$ cat src/rtl/systolic_seq_ctrl_if.sv
// Operand, array-side and result handshake bundle for systolic_seq_ctrl.
// The slave modport is the sequencer's view; master is the surrounding logic.
interface systolic_seq_ctrl_if #(
  parameter int data_width = 8,
  parameter int acc_width  = 16
);
  logic                      start;
  logic [16*data_width-1:0]  a_mat;
  logic [16*data_width-1:0]  b_mat;
  logic                      busy;
  logic                      arr_rst;
  logic                      arr_en;
  logic [4*data_width-1:0]   a_in_flat;
  logic [4*data_width-1:0]   b_in_flat;
  logic [16*acc_width-1:0]   c_out_flat;
  logic [16*acc_width-1:0]   result;
  logic                      result_valid;
  logic                      result_ready;
  logic [15:0]               perf_jobs;
  logic [15:0]               perf_stall;

  modport slave (
    input  start, a_mat, b_mat, c_out_flat, result_ready,
    output busy, arr_rst, arr_en, a_in_flat, b_in_flat, result, result_valid,
           perf_jobs, perf_stall
  );

  modport master (
    output start, a_mat, b_mat, c_out_flat, result_ready,
    input  busy, arr_rst, arr_en, a_in_flat, b_in_flat, result, result_valid,
           perf_jobs, perf_stall
  );
endinterface

$ cat src/rtl/systolic_seq_ctrl.sv
// Job sequencer for systolic_array_4x4: clear, skewed feed, drain, result hold.
// Optional perf counters are enabled by defining SYSTOLIC_PERF_CNT_EN.
module systolic_seq_ctrl #(
  parameter int data_width   = 8,
  parameter int acc_width    = 16,
  parameter int drain_cycles = 8
) (
  input  logic               clk,
  input  logic               rst_n,
  systolic_seq_ctrl_if.slave bus
);

  typedef enum logic [2:0] {IDLE, CLEAR, FEED, DRAIN, HOLD} state_t;

  state_t                    state_q, state_d;
  logic [2:0]                k_q, k_d;
  logic [7:0]                drain_q, drain_d;
  logic [16*data_width-1:0]  opA_q, opB_q;
  logic                      opLoad;
  logic                      captureRes;
  logic                      handshake;
  logic [4*data_width-1:0]   aLane_d, bLane_d;
  int                        lag;

  logic                      busy_q, arrRst_q, arrEn_q, resultValid_q;
  logic [4*data_width-1:0]   aIn_q, bIn_q;
  logic [16*acc_width-1:0]   result_q;

  always_comb begin
    state_d    = state_q;
    k_d        = k_q;
    drain_d    = drain_q;
    opLoad     = 1'b0;
    captureRes = 1'b0;
    handshake  = 1'b0;
    case (state_q)
      IDLE: begin
        if (bus.start) begin
          opLoad  = 1'b1;
          state_d = CLEAR;
        end
      end
      CLEAR: begin
        k_d     = 3'd0;
        state_d = FEED;
      end
      FEED: begin
        if (k_q == 3'd6) begin
          drain_d = 8'd0;
          state_d = DRAIN;
        end else begin
          k_d = k_q + 3'd1;
        end
      end
      DRAIN: begin
        if (drain_q == 8'(drain_cycles - 1)) begin
          captureRes = 1'b1;
          state_d    = HOLD;
        end else begin
          drain_d = drain_q + 8'd1;
        end
      end
      HOLD: begin
        if (resultValid_q && bus.result_ready) begin
          handshake = 1'b1;
          state_d   = IDLE;
        end
      end
      default: state_d = IDLE;
    endcase
  end

  // Lanes are computed for the upcoming feed step so they are registered in step with the state.
  always_comb begin
    aLane_d = '0;
    bLane_d = '0;
    lag     = 0;
    if (state_d == FEED) begin
      for (int i = 0; i < 4; i++) begin
        lag = int'(k_d) - i;
        if (lag >= 0 && lag <= 3) begin
          aLane_d[i*data_width +: data_width] = opA_q[(i*4 + lag)*data_width +: data_width];
          bLane_d[i*data_width +: data_width] = opB_q[(lag*4 + i)*data_width +: data_width];
        end
      end
    end
  end

  always_ff @(posedge clk or negedge rst_n) begin
    if (!rst_n) begin
      state_q       <= IDLE;
      k_q           <= 3'd0;
      drain_q       <= 8'd0;
      opA_q         <= '0;
      opB_q         <= '0;
      busy_q        <= 1'b0;
      arrRst_q      <= 1'b0;
      arrEn_q       <= 1'b0;
      aIn_q         <= '0;
      bIn_q         <= '0;
      result_q      <= '0;
      resultValid_q <= 1'b0;
    end else begin
      state_q  <= state_d;
      k_q      <= k_d;
      drain_q  <= drain_d;
      busy_q   <= (state_d != IDLE);
      arrRst_q <= (state_d == CLEAR);
      arrEn_q  <= (state_d == FEED) || (state_d == DRAIN);
      aIn_q    <= aLane_d;
      bIn_q    <= bLane_d;
      if (opLoad) begin
        opA_q <= bus.a_mat;
        opB_q <= bus.b_mat;
      end
      if (captureRes) begin
        result_q      <= bus.c_out_flat;
        resultValid_q <= 1'b1;
      end else if (handshake) begin
        resultValid_q <= 1'b0;
      end
    end
  end

  assign bus.busy         = busy_q;
  assign bus.arr_rst      = arrRst_q;
  assign bus.arr_en       = arrEn_q;
  assign bus.a_in_flat    = aIn_q;
  assign bus.b_in_flat    = bIn_q;
  assign bus.result       = result_q;
  assign bus.result_valid = resultValid_q;

`ifdef SYSTOLIC_PERF_CNT_EN
  logic [15:0] jobs_q, stall_q;

  // Both counters stick at all-ones rather than wrapping.
  always_ff @(posedge clk or negedge rst_n) begin
    if (!rst_n) begin
      jobs_q  <= 16'd0;
      stall_q <= 16'd0;
    end else begin
      if (handshake && jobs_q != 16'hFFFF)
        jobs_q <= jobs_q + 16'd1;
      if (resultValid_q && !bus.result_ready && stall_q != 16'hFFFF)
        stall_q <= stall_q + 16'd1;
    end
  end

  assign bus.perf_jobs  = jobs_q;
  assign bus.perf_stall = stall_q;
`else
  assign bus.perf_jobs  = 16'd0;
  assign bus.perf_stall = 16'd0;
`endif

endmodule

$ cat src/flat_wrapper.sv
// flat-port wrapper written by rule: the top's interface ports become plain ports
module systolic_seq_ctrl_flat 
#(
  parameter int data_width   = 8,
  parameter int acc_width    = 16,
  parameter int drain_cycles = 8
)
  (clk, rst_n, bus_start, bus_a_mat, bus_b_mat, bus_c_out_flat, bus_result_ready, bus_busy, bus_arr_rst, bus_arr_en, bus_a_in_flat, bus_b_in_flat, bus_result, bus_result_valid, bus_perf_jobs, bus_perf_stall);
  systolic_seq_ctrl_if #(.data_width(data_width), .acc_width(acc_width)) bus_i ();
  input  logic clk;
  input  logic rst_n;
  input wire logic [$bits(bus_i.start)-1:0] bus_start;
  input wire logic [$bits(bus_i.a_mat)-1:0] bus_a_mat;
  input wire logic [$bits(bus_i.b_mat)-1:0] bus_b_mat;
  input wire logic [$bits(bus_i.c_out_flat)-1:0] bus_c_out_flat;
  input wire logic [$bits(bus_i.result_ready)-1:0] bus_result_ready;
  output wire logic [$bits(bus_i.busy)-1:0] bus_busy;
  output wire logic [$bits(bus_i.arr_rst)-1:0] bus_arr_rst;
  output wire logic [$bits(bus_i.arr_en)-1:0] bus_arr_en;
  output wire logic [$bits(bus_i.a_in_flat)-1:0] bus_a_in_flat;
  output wire logic [$bits(bus_i.b_in_flat)-1:0] bus_b_in_flat;
  output wire logic [$bits(bus_i.result)-1:0] bus_result;
  output wire logic [$bits(bus_i.result_valid)-1:0] bus_result_valid;
  output wire logic [$bits(bus_i.perf_jobs)-1:0] bus_perf_jobs;
  output wire logic [$bits(bus_i.perf_stall)-1:0] bus_perf_stall;
  assign bus_i.start = bus_start;
  assign bus_i.a_mat = bus_a_mat;
  assign bus_i.b_mat = bus_b_mat;
  assign bus_i.c_out_flat = bus_c_out_flat;
  assign bus_i.result_ready = bus_result_ready;
  assign bus_busy = bus_i.busy;
  assign bus_arr_rst = bus_i.arr_rst;
  assign bus_arr_en = bus_i.arr_en;
  assign bus_a_in_flat = bus_i.a_in_flat;
  assign bus_b_in_flat = bus_i.b_in_flat;
  assign bus_result = bus_i.result;
  assign bus_result_valid = bus_i.result_valid;
  assign bus_perf_jobs = bus_i.perf_jobs;
  assign bus_perf_stall = bus_i.perf_stall;
  systolic_seq_ctrl #(.data_width(data_width), .acc_width(acc_width), .drain_cycles(drain_cycles)) u_core (.clk(clk), .rst_n(rst_n), .bus(bus_i));
endmodule
$ cat config.mk
export PLATFORM = sky130hd
export DESIGN_NAME = systolic_seq_ctrl_flat
export DESIGN_NICKNAME = d
export VERILOG_FILES = /design/src/rtl/systolic_seq_ctrl_if.sv /design/src/rtl/systolic_seq_ctrl.sv /design/src/flat_wrapper.sv
export SDC_FILE = /design/constraint.sdc
export NUM_CORES = 1
export LEC_CHECK = 0
export ABC_AREA = 1
export CAP_MARGIN = 20
export CORE_AREA = 2 2 343 345
export DETAILED_ROUTE_END_ITERATION = 7
export DIE_AREA = 0 0 345 347
export PLACE_DENSITY_LB_ADDON = 0.3
export SLEW_MARGIN = 20
export SYNTH_ARGS = -nofsm -noshare
export SYNTH_HDL_FRONTEND = slang
export SYNTH_SLANG_ARGS = --single-unit
$ cat constraint.sdc
create_clock -name clk -period 7.95 [get_ports clk]
set_clock_uncertainty 0.1 [all_clocks]
set_input_delay 2.385 -clock clk [delete_from_list [all_inputs] [get_ports clk]]
set_output_delay 2.385 -clock clk [all_outputs]
set_load 0.02 [all_outputs]
Yosys cells after proc, flatten, opt, wreduce, memory -nomap -nowiden
Index checks and enable logic that the tools add are counted.
{"block": "word_totals", "register_bits": 594}
{"block": "classes", "add_sub_neg": 11, "n_eq_ne": 11, "magnitude_cmp": 8, "mux": 28, "n_reduce_logical": 11, "shifts": 8}
{"op": "$shiftx A128 B32 Y8", "n": 6}
{"op": "$shiftx A128 B7 Y8", "n": 1}
{"op": "$shiftx A128 B9 Y8", "n": 1}
{"op": "$mux W8", "n": 10}
{"op": "$mux W32", "n": 2}
{"op": "$pmux W8 S2", "n": 1}
{"op": "$mux W3", "n": 5}
{"op": "$pmux W3 S5", "n": 1}
{"op": "$add A6 B3 Y7 const B", "n": 2}
{"op": "$add A5 B4 Y6 const A", "n": 2}
{"op": "$eq A3 B2 Y1 const B", "n": 4}
{"op": "$ge A4 B1 Y1 const B", "n": 3}
{"op": "$le A4 B3 Y1 const B", "n": 3}
{"op": "$add A8 B1 Y8 const B", "n": 1}
{"op": "$eq A8 B3 Y1 const B", "n": 1}
{"op": "$mux W1", "n": 8}
{"op": "$sub A3 B2 Y4 const B", "n": 2}
{"op": "$add A6 B2 Y7 const B", "n": 1}
{"op": "$eq A3 B1 Y1 const B", "n": 2}
{"op": "$eq A3 B3 Y1 const B", "n": 2}
{"op": "$pmux W3 S2", "n": 1}
{"op": "$add A4 B4 Y5 const A", "n": 1}
{"op": "$logic_and A1 B1 Y1", "n": 5}
{"op": "$reduce_bool A2 Y1", "n": 2}
{"op": "other kinds (10)", "n": 10}

Longest topological paths before layout
{"block": "depth", "ltp_word": 8, "ltp_mapped": 24, "depth_no_buf": 21}

Worst setup path before layout
Ideal clock, no wire load.
{"block": "synth_path", "kind": "in2reg", "from": "input port bus_start", "to": "register u_core.opB_q[108]", "path_slack_ns": 4.449, "stages": 6, "arrival_ns": 3.335, "path_cell_list": "nand3_1 -> inv_1 -> clkbuf_1 -> buf_1 -> nand2_1 -> nand2_1"}
{"block": "synth_between", "elab_chain_cells": 2}
{"item": "start, declared", "line_no": "flat_wrapper.sv:12", "rtl": "input wire logic [$bits(bus_i.start)-1:0] bus_start;"}
{"item": "$mux W1", "line_no": "systolic_seq_ctrl.sv:38", "rtl": "if (bus.start) begin"}
{"item": "$mux W1", "line_no": "systolic_seq_ctrl.sv:36", "rtl": "case (state_q)"}
{"item": "end signal, assigned", "line_no": "systolic_seq_ctrl.sv:114", "rtl": "opB_q <= bus.b_mat;"}
{"item": "end, declared", "line_no": "systolic_seq_ctrl.sv:18", "rtl": "logic [16*data_width-1:0] opA_q, opB_q;"}
No other way between the ends.
A chain may end at the register's enable or synchronous reset.

Final worst setup path
{"block": "layout_path", "from": "register u_core.state_q[2]", "to": "register u_core.aIn_q[13], in the netlist u_core.bus.a_in_flat[13]"}
{"block": "layout_between", "elab_chain_cells": 7}
{"item": "start, declared", "line_no": "systolic_seq_ctrl.sv:15", "rtl": "state_t state_q, state_d;"}
{"item": "start signal, assigned", "line_no": "systolic_seq_ctrl.sv:104", "rtl": "state_q <= state_d;"}
{"item": "$eq A3 B2 Y1 or $eq A3 B1 Y1 (tied branches)", "line_no": "systolic_seq_ctrl.sv:36"}
{"item": "$pmux W3 S2", "line_no": "systolic_seq_ctrl.sv:36"}
{"item": "$sub A3 B1 Y4", "line_no": "systolic_seq_ctrl.sv:80", "rtl": "lag = int'(k_d) - i;"}
{"item": "$add A4 B4 Y5 (tied with other cells)", "line_no": "systolic_seq_ctrl.sv:82", "rtl": "aLane_d[i*data_width +: data_width] = opA_q[(i*4 + lag)*data_width +: data_width];"}
{"item": "$shiftx A128 B32 Y8 or $logic_and A1 B1 Y1 (tied branches)", "line_no": "systolic_seq_ctrl.sv:82, systolic_seq_ctrl.sv:81"}
{"item": "$mux W8", "line_no": "systolic_seq_ctrl.sv:81", "rtl": "if (lag >= 0 && lag <= 3) begin"}
{"item": "$mux W32 *", "line_no": "systolic_seq_ctrl.sv:78", "rtl": "if (state_d == FEED) begin"}
{"item": "named net u_core.aLane_d[13]", "line_no": "systolic_seq_ctrl.sv:22", "rtl": "logic [4*data_width-1:0] aLane_d, bLane_d;"}
{"item": "end signal, assigned", "line_no": "systolic_seq_ctrl.sv:110", "rtl": "aIn_q <= aLane_d;"}
{"item": "end, declared", "line_no": "systolic_seq_ctrl.sv:26", "rtl": "logic [4*data_width-1:0] aIn_q, bIn_q;"}
The timed path passes the listed nets; every way through them passes the cells marked *.

==> impl_metrics.json <==
{
  "status": "finished clean",
  "nFillCells": 12200,
  "vdd_drop_max_v": 0.0004696,
  "initial_utilization_pct": 23.10,
  "boundaryPins": 872,
  "drc": 0,
  "routed_via_density": 4.414,
  "muxShareOfSynthArea_pct": 0,
  "top_layer": "met5",
  "yosysMostFrequentCell": "nand2_1",
  "wire_per_inst_um": 22.90,
  "htreeDepth": 3,
  "endpoint_kind": "flip-flop",
  "ys_seq_elements": 594,
  "ys_types": 30,
  "cts-root-buf": "clkbuf_16",
  "yosys_warnings": 0,
  "synth-simple-area-share_pct": 33.75,
  "synth_seq_area_share_pct": 55.60,
  "dp_hpwl_um": 99460,
  "clkTransAtPathRegs_ns": 0.06,
  "cts_resized": 0,
  "grt_pass1_vias": 25330,
  "rsz0062_at_grt": "false",
  "synth_edf_count": 0,
  "core-area_um2": 115700,
  "crit_arrival_ns": 5.20,
  "fin_crit_ns": 4.798,
  "grt_pass1_wl_um": 187300,
  "drt-initial-drc-count": 2447,
  "worst_pin_slew_ns": 1.040,
  "synthAdderAreaFrac_pct": 0.6084,
  "async_flop_share_pct": 100.0,
  "cts.sinks": 594,
  "cap_violations": 0,
  "synth.area.top_cells": "dfrtp_1 (56%), nand2_1 (25%), nand3_1 (3.8%)",
  "crit_fanout": 46,
  "die_area_um2": 119700,
  "critPathKind": "flip-flop to flip-flop",
  "synth_top_area_share_pct": 55.60,
  "first_pass_iters": 6,
  "grt_max_degree": 170,
  "antenna_found_initial": 73,
  "cp.required_ns": 8.35,
  "clockBufferDepth": 3,
  "ys.flop_type": "dfrtp_1",
  "cts_tree": "done",
  "cp-start-kind": "flip-flop",
  "netlist_area_um2": 26730,
  "cts_buffers": 76,
  "multiInputGateArea_um2": 10580,
  "power.density_nw_per_um2": 431.4,
  "grt_overflow_total": 0,
  "die_w_um": 345,
  "grt_usage_pct": 21.67,
  "routed_wirelength_um": 132700,
  "std_cell_rows": 125,
  "gp_congestion": 0.8624,
  "p_leak_nw": 18.10,
  "hold_class": "flip-flop to flip-flop",
  "place_ws_ns": 2.840,
  "syn_area_per_cell_um2": 7.744,
  "synth_top_family_by_area": "simple AND/OR/NAND/NOR gates",
  "max_freq_mhz": 208.4,
  "synthXorXnorAreaFrac_pct": 0.09829,
  "relSlewSlack_pct": 29.92,
  "wl_met1_um": 49580,
  "routed-wl-met3_um": 10890,
  "fin_crit_sh_pct": 60.35,
  "final.setup.tns_ns": 0,
  "die_h_um": 347,
  "synth_commonest_cells": "nand2_1 (1811), dfrtp_1 (594), nor2_1 (213)",
  "met2WireLength_um": 65340,
  "vias": 25580,
  "regArea_um2": 14860,
  "layout-drive-gt1-share_pct": 4.417,
  "port_buffers": 839,
  "synthCells": 3452,
  "drv_slew": 0,
  "syn2layout_area_growth_pct": 45.74,
  "clk_latency_ns": 0.64,
  "finalHoldViolCount": 0,
  "finalSetupViolations": 0,
  "cts_hold_buf": 0,
  "finalNetCount": 4726,
  "fin_ws_ns": 3.152,
  "synth_top_cell_by_area": "dfrtp_1",
  "post-cts-setup-buffers": 0,
  "detail-route-antenna-nets": 0,
  "synth_compound_area_share_pct": 4.456
}
[cell usage in the layout, fill, tap and decap left out, types with 6 or more instances in the layout]
cell type / synthesis / final
clkbuf_1: 96 / 15
conb_1: 1 / 32
dfrtp_1: 594 / 594
buf_12: 0 / 7
diode_2: 0 / 14
nand2_1: 1811 / 1811
nor2_1: 213 / 212
inv_2: 7 / 7
o21ai_0: 138 / 138
nand3b_1: 23 / 23
clkinv_2: 0 / 20
clkbuf_16: 0 / 78
clkbuf_8: 0 / 8
o21ai_1: 22 / 21
ha_1: 13 / 12
inv_1: 77 / 76
or2_2: 7 / 7
clkdlybuf4s50_1: 0 / 838
buf_4: 37 / 24
nand3_1: 203 / 202
clkinvlp_4: 0 / 6
a21oi_1: 63 / 63
nor3_1: 12 / 12
o211ai_1: 8 / 8
[critical path, stage by stage, from the launching register on]
cell and delay [ns]:
dfrtp_1 0.40, inv_2 0.13, nand2_1 0.08, nor2_2 0.24, inv_1 0.16, o21ai_4 0.14
buf_4 0.50, inv_2 0.07, buf_4 0.32, ha_1 0.26, nand2_1 0.06, nand2_1 0.12
inv_1 0.08, ha_1 0.75, clkinv_1 0.22, buf_4 0.31, nand2_1 0.11, nand3_1 0.07
nand2_1 0.10, nand2_1 0.05, nand2_1 0.08, nand2_1 0.05, a21oi_1 0.18, nor2_1 0.06
[where the power goes]
part / internal [mW] / switching (mW)
combinational: 2.83 / 5.86
clock: 2.04 / 1.46
sequential: 3.99 / 0.621
total: 8.86 / 7.94
[final cells by class]
class | instances | share of cell area [%]
multi-input cells | 2567 | 27.16
inverters | 87 | 0.8767
clock buffers | 101 | 5.437
repair buffers | 871 | 22.46
diodes | 14 | 0.08992
well taps | 1524 | 4.894
clock inverters | 36 | 0.9281
flip-flops and latches | 594 | 38.15
[flip-flops by register name, indices dropped and copies added, names as in the netlist]
register	flops
u_core.opA_q	128
u_core.bus.busy	1
u_core.bus.arr_en	1
u_core.bus.result_valid	1
u_core.bus.result	256
u_core.opB_q	128
u_core.drain_q	8
u_core.k_q	3
u_core.bus.b_in_flat	32
u_core.state_q	3
u_core.bus.a_in_flat	32
u_core.bus.arr_rst	1
[cells by family after synthesis]
family,Yosys count
fa+ha+maj,13
xor+xnor,3
buf+inv,322
simple gates,2286
flops,594
compound gates,233
other cells,1
[per-layer routing]
metal  GRT usage, %  vias up
met5              0        -
met4          10.29       68
met3          7.281      247
met2          37.05      992
met1          24.24    12110
li1               -    12160
[per-stage QoR]
stage                     power, mW  hold slack [ns]  util [%]  cells  instance area [um^2]
after floorplan               9.854           0.3401         -   3483                 26850
after global placement        13.40           0.3532     31.47   5642                 36420
after detailed placement      13.45           0.3576     31.47   5642                 36420
after CTS                     17.06           0.3715     33.61   5779                 38900
after global routing          18.07           0.3804     33.65   5786                 38940
final                         16.81           0.3696     33.66   5794                 38960
[final timing paths]
path | start | endpoint | slack, ns | cells after the start
worst max-delay path | u_core.state_q[2] | u_core.bus.a_in_flat[13] | 3.15 | 23
worst min-delay path | u_core.opB_q[17] | u_core.opB_q[17] | 0.37 | 2
worst max register to register | u_core.state_q[2] | u_core.bus.a_in_flat[13] | 3.15 | 23
worst min register to register | u_core.opB_q[17] | u_core.opB_q[17] | 0.37 | 2
max in group asynchronous | rst_n | u_core.bus.result[74] | 4.99 | 2
min in group asynchronous | rst_n | u_core.opB_q[8] | 1.51 | 1
No activity file was read; power rests on OpenSTA's default activity.
